$ cat config.mk
export PLATFORM = sky130hd
export DESIGN_NAME = hazard_scoreboard_ctrl_flat
export DESIGN_NICKNAME = d
export VERILOG_FILES = /design/src/rtl/hazard_scoreboard_ctrl_if.sv /design/src/rtl/hazard_scoreboard_ctrl.sv /design/src/flat_wrapper.sv
export SDC_FILE = /design/constraint.sdc
export NUM_CORES = 1
export LEC_CHECK = 0
export BUFFER_PORTS_ARGS = -buffer_cell sky130_fd_sc_hd__clkbuf_2
export CORE_UTILIZATION = 56
export CTS_BUF_LIST = sky130_fd_sc_hd__clkbuf_16
export CTS_CLUSTER_DIAMETER = 60
export CTS_CLUSTER_SIZE = 14
export DETAILED_ROUTE_END_ITERATION = 10
export PLACE_DENSITY = 0.81
export SYNTH_ARGS = -nofsm -noshare
export SYNTH_HDL_FRONTEND = slang
export SYNTH_SLANG_ARGS = --single-unit
$ cat constraint.sdc
create_clock -name clk -period 6.5 [get_ports clk]
set_clock_uncertainty 0.1 [all_clocks]
set_input_delay 0.65 -clock clk [delete_from_list [all_inputs] [get_ports clk]]
set_output_delay 0.65 -clock clk [all_outputs]
set_load 0.01 [all_outputs]
$ cat src/rtl/hazard_scoreboard_ctrl_if.sv
// ---------------------------------------------------------------------------
// hazard_scoreboard_ctrl_if
//   Bundles the fetch, writeback, issue and scoreboard-status signals of the
//   hazard scoreboard issue controller.
//
//   master : the environment side (fetch/execute drive, observes outputs)
//   slave  : the controller side
//
//   instr_valid  fetch presents a valid instruction
//   instr[15:0]  instruction from fetch, opcode in [15:12]
//   wb_valid     execute writes back a register this cycle
//   wb_reg[3:0]  writeback destination register
//   fetch_stall  combinational; fetch must hold instr
//   issue_valid  registered; issue_instr is valid for decode
//   issue_instr  registered instruction to decode (0 when bubble)
//   busy[15:0]   registered scoreboard, bit i = register i pending
//   inflight     registered popcount of busy
//   deadlock_err registered sticky stall-deadlock flag
// ---------------------------------------------------------------------------
interface hazard_scoreboard_ctrl_if;
    logic        instr_valid;
    logic [15:0] instr;
    logic        wb_valid;
    logic [3:0]  wb_reg;
    logic        fetch_stall;
    logic        issue_valid;
    logic [15:0] issue_instr;
    logic [15:0] busy;
    logic [4:0]  inflight;
    logic        deadlock_err;

    modport master (
        output instr_valid, instr, wb_valid, wb_reg,
        input  fetch_stall, issue_valid, issue_instr, busy, inflight, deadlock_err
    );

    modport slave (
        input  instr_valid, instr, wb_valid, wb_reg,
        output fetch_stall, issue_valid, issue_instr, busy, inflight, deadlock_err
    );
endinterface

$ cat src/rtl/hazard_scoreboard_ctrl.sv
// ---------------------------------------------------------------------------
// hazard_scoreboard_ctrl
//   Issue controller between fetch and decode. Tracks registers awaiting
//   writeback in a 16-entry busy scoreboard, stalls fetch on RAW/WAW hazards
//   or when the in-flight write cap is reached, issues accepted instructions
//   one cycle later (bubble otherwise) and latches a sticky deadlock error
//   after STALL_LIMIT consecutive stall cycles.
//
//   clk  : clock
//   rst  : asynchronous, active-high reset
//   bus  : hazard_scoreboard_ctrl_if.slave (fetch, writeback, issue, status)
//
//   MAX_INFLIGHT : max registers simultaneously busy (1..16)
//   STALL_LIMIT  : consecutive stall cycles before deadlock_err (>=1)
//   WB_BYPASS    : 1 = same-cycle writeback resolves a RAW hazard
// ---------------------------------------------------------------------------
module hazard_scoreboard_ctrl #(
    parameter int MAX_INFLIGHT = 2,
    parameter int STALL_LIMIT  = 64,
    parameter int WB_BYPASS    = 1
) (
    input  logic                     clk,
    input  logic                     rst,
    hazard_scoreboard_ctrl_if.slave  bus
);

    localparam logic [3:0] OP_LOAD  = 4'hE;
    localparam logic [3:0] OP_STORE = 4'hF;
    localparam int         CNT_W    = $clog2(STALL_LIMIT + 1);

    typedef enum logic [1:0] {ST_RUN, ST_STALL, ST_ERR} state_t;

    state_t             state, state_next;
    logic [CNT_W-1:0]   stall_cnt, stall_cnt_next, stall_inc;

    logic [15:0] busy_q, busy_next;
    logic [4:0]  inflight_q;
    logic        issue_valid_q;
    logic [15:0] issue_instr_q;

    logic        has_dest, use_a, use_b;
    logic [3:0]  dest, src_a, src_b;
    logic [15:0] bypass_mask, src_busy;
    logic        hazard, wb_frees, full, stall_req, issue;
    logic        fetch_stall, deadlock_err;

    // Field decode
    // NOTE: every signal written in always_comb gets a default first so no
    // path leaves it unassigned, which would infer a latch.
    always_comb begin
        has_dest = 1'b0;
        dest     = 4'h0;
        use_a    = 1'b0;
        src_a    = 4'h0;
        use_b    = 1'b0;
        src_b    = 4'h0;
        case (bus.instr[15:12])
            OP_LOAD: begin
                has_dest = 1'b1;
                dest     = bus.instr[3:0];
            end
            OP_STORE: begin
                use_a = 1'b1;
                src_a = bus.instr[3:0];
            end
            default: begin
                has_dest = 1'b1;
                dest     = bus.instr[11:8];
                use_a    = 1'b1;
                src_a    = bus.instr[7:4];
                use_b    = 1'b1;
                src_b    = bus.instr[3:0];
            end
        endcase
    end

    // A same-cycle writeback may hide a source's busy bit (bypass), but
    // never a destination's: the WAW check always uses the raw scoreboard.
    assign bypass_mask = (WB_BYPASS != 0 && bus.wb_valid) ? (16'h0001 << bus.wb_reg) : 16'h0000;
    assign src_busy    = busy_q & ~bypass_mask;
    assign hazard      = (use_a & src_busy[src_a]) | (use_b & src_busy[src_b])
                       | (has_dest & busy_q[dest]);
    assign wb_frees    = bus.wb_valid & busy_q[bus.wb_reg];
    assign full        = has_dest & (inflight_q == 5'(MAX_INFLIGHT)) & ~wb_frees;
    assign stall_req   = bus.instr_valid & (hazard | full);
    assign issue       = bus.instr_valid & ~fetch_stall;

    // FSM: state register
    // NOTE: sequential state uses non-blocking assignments so every flop
    // samples the pre-edge values regardless of process ordering.
    always_ff @(posedge clk or posedge rst) begin
        if (rst) begin
            state     <= ST_RUN;
            stall_cnt <= '0;
        end else begin
            state     <= state_next;
            stall_cnt <= stall_cnt_next;
        end
    end

    // FSM: next state. stall_inc is the length of the current stall run
    // including this cycle.
    always_comb begin
        state_next     = state;
        stall_cnt_next = stall_cnt;
        stall_inc      = (state == ST_RUN) ? CNT_W'(1) : stall_cnt + CNT_W'(1);
        case (state)
            ST_RUN, ST_STALL: begin
                if (stall_req) begin
                    stall_cnt_next = stall_inc;
                    state_next     = (stall_inc >= CNT_W'(STALL_LIMIT)) ? ST_ERR : ST_STALL;
                end else begin
                    stall_cnt_next = '0;
                    state_next     = ST_RUN;
                end
            end
            ST_ERR:  state_next = ST_ERR;
            default: state_next = ST_RUN;
        endcase
    end

    // FSM: outputs. deadlock_err comes straight from the state flops.
    always_comb begin
        deadlock_err = (state == ST_ERR);
        fetch_stall  = (state == ST_ERR) | stall_req;
    end

    // Scoreboard next value: clear on writeback first, then set on issue so
    // that a set and clear of the same register leaves it busy.
    always_comb begin
        busy_next = busy_q;
        if (bus.wb_valid) busy_next[bus.wb_reg] = 1'b0;
        if (issue && has_dest) busy_next[dest] = 1'b1;
    end

    always_ff @(posedge clk or posedge rst) begin
        if (rst) begin
            busy_q        <= 16'h0000;
            inflight_q    <= 5'd0;
            issue_valid_q <= 1'b0;
            issue_instr_q <= 16'h0000;
        end else begin
            busy_q        <= busy_next;
            inflight_q    <= 5'($countones(busy_next));
            issue_valid_q <= issue;
            issue_instr_q <= issue ? bus.instr : 16'h0000;
        end
    end

    assign bus.fetch_stall  = fetch_stall;
    assign bus.issue_valid  = issue_valid_q;
    assign bus.issue_instr  = issue_instr_q;
    assign bus.busy         = busy_q;
    assign bus.inflight     = inflight_q;
    assign bus.deadlock_err = deadlock_err;

endmodule

$ cat src/flat_wrapper.sv
// flat-port wrapper written by rule: the top's interface ports become plain ports
module hazard_scoreboard_ctrl_flat 
#(
    parameter int MAX_INFLIGHT = 2,
    parameter int STALL_LIMIT  = 64,
    parameter int WB_BYPASS    = 1
)
  (clk, rst, bus_instr_valid, bus_instr, bus_wb_valid, bus_wb_reg, bus_fetch_stall, bus_issue_valid, bus_issue_instr, bus_busy, bus_inflight, bus_deadlock_err);
  hazard_scoreboard_ctrl_if bus_i ();
  input  logic clk;
  input  logic rst;
  input wire logic [$bits(bus_i.instr_valid)-1:0] bus_instr_valid;
  input wire logic [$bits(bus_i.instr)-1:0] bus_instr;
  input wire logic [$bits(bus_i.wb_valid)-1:0] bus_wb_valid;
  input wire logic [$bits(bus_i.wb_reg)-1:0] bus_wb_reg;
  output wire logic [$bits(bus_i.fetch_stall)-1:0] bus_fetch_stall;
  output wire logic [$bits(bus_i.issue_valid)-1:0] bus_issue_valid;
  output wire logic [$bits(bus_i.issue_instr)-1:0] bus_issue_instr;
  output wire logic [$bits(bus_i.busy)-1:0] bus_busy;
  output wire logic [$bits(bus_i.inflight)-1:0] bus_inflight;
  output wire logic [$bits(bus_i.deadlock_err)-1:0] bus_deadlock_err;
  assign bus_i.instr_valid = bus_instr_valid;
  assign bus_i.instr = bus_instr;
  assign bus_i.wb_valid = bus_wb_valid;
  assign bus_i.wb_reg = bus_wb_reg;
  assign bus_fetch_stall = bus_i.fetch_stall;
  assign bus_issue_valid = bus_i.issue_valid;
  assign bus_issue_instr = bus_i.issue_instr;
  assign bus_busy = bus_i.busy;
  assign bus_inflight = bus_i.inflight;
  assign bus_deadlock_err = bus_i.deadlock_err;
  hazard_scoreboard_ctrl #(.MAX_INFLIGHT(MAX_INFLIGHT), .STALL_LIMIT(STALL_LIMIT), .WB_BYPASS(WB_BYPASS)) u_core (.clk(clk), .rst(rst), .bus(bus_i));
endmodule
==> metrics.md, run 1 <==
| Metric | Value |
|---|---|
| Xor-xnor portion of the synthesized cell area | `0.00269` |
| Fin. Hold Viols | `0` |
| Post-layout min period | `6270 ps` |
| Ys Warns | `0` |
| FF-to-FF Start | `u_core.bus.busy[0]` |
| Ant. Diodes | `0` |
| Final instance area | `3930 um^2` |
| Post-synth top area share | `0.361` |
| Clk Latency, worst-skew pair | `290 ps` |
| Peak supply drop | `508 uV` |
| Via count | `approximately 2.8k` |
| Max-cap violations | `0` |
| Final GP Congestion | `1.01` |
| Syn Nets | `337` |
| Number of DRC markers in iteration 0 | `225` |
| Die Wd | `78.2 um` |
| Worst Hold Launch | `u_core.stall_cnt[6]` |
| Synthesis-to-layout area growth | `20.9%` |
| Critical R2R Capture | `u_core.bus.inflight[3]` |
| Die Height | `78.2 um` |
| Crit path max fanout | `11` |
| Core ar. | `5540 um^2` |
| Critical path endpoint category | `flop` |
| Cts hold-fix bufs | `0` |
| Synthesized instance count | `288` |
| Synth Area in Compound Gates | `0.140` |
| Critical path launch point type | `input port` |
| Reg2reg path depth | `21` |
| Max Clock Freq | `160 MHz` |
| Share of flip-flops with an asynchronous set or reset | `1.00` |
| Clock buffer depth | `2` |
| Top cell by count, worst path | `fa_1` |
| RSZ-0062 raised after global routing | `false` |
| Fill count | `419` |
| Top Usage Layer GRT | `met2` |
| Leakage | `2.06 nW` |
| Hold path endpoint | `u_core.stall_cnt[6]` |
| Slowest CP cell | `o21ai_0` |
| Number of synthesized register bits | `between 40 and 50` |
| Post-synth EDFFs | `0` |
| Post-synth top flop | `dfrtp_1` |
| Met3 Use GR | `0.0837` |
| Antenna viol nets, final | `0` |
| Clock root cell | `clkbuf_16` |
| Die ar. | `roughly 6000 um^2` |
| Via/cell ratio | `between 6 and 7` |
| Final core occ | `0.710` |
| Final worst slack | `232 ps` |
| Layout cells sized above 1 | `0.337` |
| Post-Synth Adder-Cell Area | `0.121` |
| Largest family of logic cells by synthesized area | `multiplexers` |
| Synth cell types | `56` |
| Hold Path Depth | `2` |
| Post-synthesis mux area share | `0.183` |
| GR Util All Layers | `0.300` |
| Sequential element share of the synthesized area | `0.361` |
| CP peak stage delay | `around 570 ps` |
| WP data required | `6580 ps` |
| Vias in the first global route | `roughly 2.8k` |
| TritonRoute pass-1 iters | `5` |
| Min-Delay Path Class | `reg2reg` |
| Avg Cell Area, Syn | `11.3 um^2` |
| Placed Instance Area | `3770 um^2` |
| Setup TNS after final layout | `0 ps` |
| I/O Buffers | `63` |
| Starting density of the core | `0.587` |
| Critical path type | `in2reg` |
| Worst Path Arrival | `6350 ps` |
| Simple-gate area share of the yosys netlist | `0.133` |
| CTS tree | `built` |
| Initial antenna violation count | `0` |
| Grt total ovfl | `0` |
| CP delay by family, top | `adder cells` |
| TritonCTS buffer count | `5` |
| Clock slew at reported path FFs | `70 ps` |
| First-pass GRT wire length | `approximately 14000 um` |
| Tcrit/Tclk final | `0.964` |
| Cell Chain, Critical Path | `clkbuf_2 -> nand3b_1 -> o21ai_0 -> mux2i_1 -> mux2i_1 -> mux2i_1 -> mux2_4 -> nor3b_4 -> o21ai_4 -> buf_4 -> o31ai_1 -> ha_1 -> fa_1 -> fa_1 -> inv_1 -> fa_1 -> inv_1 -> fa_1 -> ha_1 -> fa_1 -> xor2_1` |
| Cell Pwr Density | `518 nW/um^2` |
| R2r setup slk | `550 ps` |
| DRT Wirelength | `8480 um` |
| Met1 Track Usage GR | `0.354` |
| Post-Syn Area | `3250 um^2` |
| Depth of the CTS H-tree | `2` |
| Synth area leaders | `dfrtp_1, mux2i_1, fa_1` |
| # setup viols final | `0` |
| CP bufs+invs | `4` |
| Status | `finished clean` |
| Area leader, netlist | `dfrtp_1` |
| Largest net degree at the start of global routing | `48` |
| Residual DRC | `0` |
| Ports | `64` |
| Worst slew pin tran | `948 ps` |
| Rows | `27` |
| Max Slew Vio Count | `0` |
| CTS Sinks | `47` |
| Dpl hpwl | `approximately 6600 um` |
| Drt wl/cell | `~19 um` |
| Max-slew headroom | `0.367` |
| Final #Nets | `422` |
| GR Util met2 | `0.506` |
| Setup WS pre-CTS | `-106 ps` |
kinds of logic after synthesis:
family,Yosys count
buffers and inverters,34
and+or+nand+nor,76
adders and majority gates,25
muxes,42
xor gates and xnor gates,1
AOI/OAI and AO/OA,63
DFF,47
cell type report:
class                      count  area, um^2  share of cell area
multi-input combinational    207        1890               0.480
sequential                    47        1180               0.299
timing repair buffer          93         541               0.137
clock buffer                   5         125              0.0318
tap                           72        90.1              0.0229
inverter                      19        71.3              0.0181
clock inverter                 3        42.5              0.0108
routing by layer:
layer / share of wire / wire length, um
met5: 0 / 0
met4: 0.040 / 341
met3: 0.092 / 780
met2: 0.49 / 4120
met1: 0.38 / 3240
sequential cells by signal, summed over array words and instances, names as in the netlist:
signal / count
u_core.bus.issue_instr: 16
u_core.bus.inflight: 5
u_core.stall_cnt: 7
u_core.bus.issue_valid: 1
u_core.state: 2
u_core.bus.busy: 16
worst max-delay path by stage:
stage | start | to | cells past startpoint
4_1_cts | bus_wb_reg[2] | u_core.bus.inflight[3] | 21
2_1_floorplan | bus_instr[13] | u_core.bus.inflight[3] | 24
3_5_place_dp | bus_wb_reg[2] | u_core.bus.inflight[3] | 21
3_3_place_gp | bus_wb_reg[2] | u_core.bus.inflight[3] | 21
6_report | bus_wb_reg[0] | u_core.bus.inflight[3] | 21
5_1_grt | bus_wb_reg[2] | u_core.bus.inflight[3] | 23
cells in the final DEF (no fill, tap or decap), drive strengths merged, types with 4 or more instances in the layout:
cell    Yosys  layout
inv        19      20
o21ai      20      20
mux4       10      10
dfrtp      47      47
o31ai      17      17
buf        11      30
clkbuf      4      68
nor2       11      11
fa         11      11
nand2      20      20
ha         14      14
mux2i      29      29
nand3       4       4
o41ai       8       8
a21oi       6       6
and3       18      18
cells in the mapped netlist, types with 2 or more instances:
| library cell | number |
|---|---|
| dfrtp_1 | 47 |
| mux2i_1 | 27 |
| nand2_1 | 20 |
| inv_1 | 19 |
| o21ai_0 | 17 |
| o31ai_1 | 16 |
| and3_1 | 14 |
| ha_1 | 14 |
| fa_1 | 11 |
| nor2_1 | 11 |
| o41ai_1 | 8 |
| buf_6 | 7 |
| mux4_1 | 6 |
| a21oi_1 | 5 |
| and3_2 | 4 |
| mux4_2 | 4 |
| nand3_1 | 4 |
| buf_2 | 3 |
| nand2b_1 | 3 |
| nand3b_1 | 3 |
| nor3_1 | 3 |
| a21o_1 | 2 |
| a31oi_1 | 2 |
| clkbuf_1 | 2 |
| clkbuf_2 | 2 |
| mux2_4 | 2 |
| nor2b_1 | 2 |
| or2b_2 | 2 |
power by group:
part	switching, W	internal [W]
Combinational	0.000670	0.000582
Clock	0.000112	0.000182
Sequential	0.0000886	0.000402
worst min-delay path: stages, from the launching register on:
cell and delay [ps]:
dfrtp_1 370, nand2_1 60, o21ai_0 70
timing repair:
| action | in CTS | in global routing |
|---|---|---|
| setup endpoints to repair | 0 | 1 |
| buffers inserted | 0 | 0 |
| resized for setup | 0 | 2 |
metrics by stage:
stage / total power [W] / std cells / hold slack, ps
2_1_floorplan: 0.00133 / 288 / 362
3_3_place_gp: 0.00172 / 438 / 390
3_5_place_dp: 0.00178 / 438 / 400
4_1_cts: 0.00206 / 446 / 442
5_1_grt: 0.00226 / 446 / 460
6_report: 0.00204 / 446 / 436
(Power assumes the default switching activity.)
==> run 2, diff against run 1 <==
--- a/config.mk
+++ b/config.mk
@@ -5,13 +5,14 @@
 export SDC_FILE = /design/constraint.sdc
 export NUM_CORES = 1
 export LEC_CHECK = 0
-export BUFFER_PORTS_ARGS = -buffer_cell sky130_fd_sc_hd__clkbuf_2
-export CORE_UTILIZATION = 56
+export CORE_UTILIZATION = 64
 export CTS_BUF_LIST = sky130_fd_sc_hd__clkbuf_16
 export CTS_CLUSTER_DIAMETER = 60
 export CTS_CLUSTER_SIZE = 14
 export DETAILED_ROUTE_END_ITERATION = 10
-export PLACE_DENSITY = 0.81
+export DONT_BUFFER_PORTS = 1
+export PLACE_DENSITY = 0.8
+export REMOVE_ABC_BUFFERS = 1
 export SYNTH_ARGS = -nofsm -noshare
 export SYNTH_HDL_FRONTEND = slang
 export SYNTH_SLANG_ARGS = --single-unit
==> constraint.sdc (replaced) <==
create_clock -name clk -period 6.5 [get_ports clk]
set_clock_uncertainty 0.1 [all_clocks]
set_input_delay 1.95 -clock clk [delete_from_list [all_inputs] [get_ports clk]]
set_output_delay 1.95 -clock clk [all_outputs]
set_load 0.01 [all_outputs]
==> metrics.md, run 2 (synthesis gave the netlist of run 1 again) <==
| Metric | Value |
|---|---|
| Status | `finished with violations` |
| Failing checks | `negative setup slack` |
| Max-cap violations | `0` |
| RSZ-0062 raised after global routing | `true` |
| Final core occ | `0.856` |
| Clock slew at reported path FFs | `approximately 60 ps` |
| Most frequent cells in the layout | `buf_4, dfrtp_1, mux2i_1` |
| Layout cells sized above 1 | `0.378` |
| WP data required | `6580 ps` |
| Min-Delay Path Class | `reg2reg` |
| Residual DRC | `0` |
| Starting density of the core | `0.676` |
| Cell Pwr Density | `just under 600 nW/um^2` |
| GR Util All Layers | `0.377` |
| Final #Nets | `a little under 400` |
| Depth of the CTS H-tree | `2` |
| Most common cell after layout, fill and taps aside | `buf_4` |
| Hold Path Depth | `2` |
| Final Power | `0.00241 W` |
| CP bufs+invs | `5` |
| R2r setup slk | `520 ps` |
| Tcrit/Tclk final | `1.14` |
| Critical path endpoint category | `flop` |
| Post-layout min period | `7430 ps` |
| Worst path depth | `22` |
| TritonRoute pass-1 iters | `6` |
| Core ar. | `4820 um^2` |
| Worst Path Arrival | `7510 ps` |
| Dpl hpwl | `6280 um` |
| Drt wl/cell | `around 25 um` |
| Critical path type | `in2reg` |
| Max Slew Vio Count | `0` |
| CTS tree | `built` |
| Via/cell ratio | `7.02` |
| Fin. Hold Viols | `0` |
| Worst slew pin tran | `927 ps` |
| Leakage | `1.98 nW` |
| Largest net degree at the start of global routing | `between 40 and 50` |
| Cell Chain, Critical Path | `nand2b_1 -> o21ai_0 -> mux2i_1 -> mux2i_1 -> mux2i_1 -> mux2_4 -> nor3b_4 -> o21ai_4 -> buf_6 -> o31ai_2 -> ha_1 -> inv_1 -> fa_1 -> inv_2 -> fa_2 -> inv_2 -> fa_2 -> inv_2 -> fa_1 -> ha_4 -> fa_2 -> xor2_1` |
| Max Clock Freq | `135 MHz` |
| Slowest CP cell | `fa_2` |
| Die Height | `73.3 um` |
| Reg2reg path depth | `21` |
| I/O Buffers | `0` |
| Crit path max fanout | `8` |
| # setup viols final | `6` |
| DRT Wirelength | `approximately 10000 um` |
| Antenna viol nets, final | `0` |
| Clock buffer depth | `2` |
| Fill count | `between 200 and 250` |
| Clk Latency, worst-skew pair | `290 ps` |
| Final GP Congestion | `slightly below 1` |
| Peak supply drop | `682 uV` |
| CTS Sinks | `47` |
| Vias in the first global route | `2761` |
| CP delay by family, top | `adder cells` |
| Rows | `25` |
| Die ar. | `5370 um^2` |
| First-pass GRT wire length | `14500 um` |
| TritonCTS buffer count | `5` |
| Max-slew headroom | `0.381` |
| Number of DRC markers in iteration 0 | `354` |
| Clock root cell | `clkbuf_16` |
| Die Wd | `about 73 um` |
| Ant. Diodes | `0` |
| Initial antenna violation count | `0` |
| Via count | `2864` |
| CP peak stage delay | `570 ps` |
| Grt total ovfl | `0` |
| Synthesis-to-layout area growth | `26.7%` |
| Final worst slack | `-927 ps` |
| Critical path launch point type | `input port` |
| Ports | `64` |
==> run 2: tightest hold or removal path: cells and delay by family, from the launching register on <==
family / cells / cell delay [ps]
flops: 1 / 390
simple gates: 1 / 60
compound gates: 1 / 50
==> run 2: layout make-up <==
cell class	instances	area, um^2	area share
Tap cell	67	83.8	0.0203
Multi-Input combinational cell	207	2140	0.520
Sequential cell	47	1180	0.285
Timing Repair Buffer	60	505	0.123
Inverter	19	71.3	0.0173
Clock buffer	5	125	0.0303
Clock inverter	3	16.3	0.00395
==> run 2: worst paths after layout <==
kind / from / endpoint
worst max-delay path: bus_wb_reg[3] / u_core.bus.inflight[3]
worst min-delay path: u_core.stall_cnt[5] / u_core.stall_cnt[5]
worst max register to register: u_core.bus.busy[1] / u_core.bus.inflight[3]
worst min register to register: u_core.stall_cnt[5] / u_core.stall_cnt[5]
max in group asynchronous: rst / u_core.bus.issue_instr[1]
min in group asynchronous: rst / u_core.bus.inflight[3]
==> run 2: through the flow <==
step	setup TNS, ps	worst slack, ps	hold slack, ps	std cells	area (um^2)
global placement	-3890	-1090	389	392	3620
CTS	-1870	-575	443	406	3980
finish	-3440	-927	439	408	4120
global route	-3720	-992	488	408	4120
floorplan	-3330	-983	362	273	3140
detailed placement	-4720	-1280	429	392	3620
==> run 2: layer usage <==
layer	vias to the layer above	track usage	wire [um]
li1	1172	-	-
met1	1377	0.457	3500
met2	241	0.619	4790
met3	74	0.0919	1110
met4	0	0.207	754
met5	-	0	0
==> run 2: power breakdown <==
part / leakage, nW / switching [W] / internal [W]
clock: 0.0726 / 0.000110 / 0.000140
sequential: 0.625 / 0.000140 / 0.000402
combinational: 1.29 / 0.000829 / 0.000793
total: 1.98 / 0.00108 / 0.00134
==> run 2: repair_timing <==
| item | CTS | global route |
|---|---|---|
| resized for setup | 41 | 29 |
| setup buffers | 6 | 5 |
| hold buffers | 0 | 0 |
| pin swaps | 11 | 15 |
| endpoints found under the setup margin | 5 | 5 |
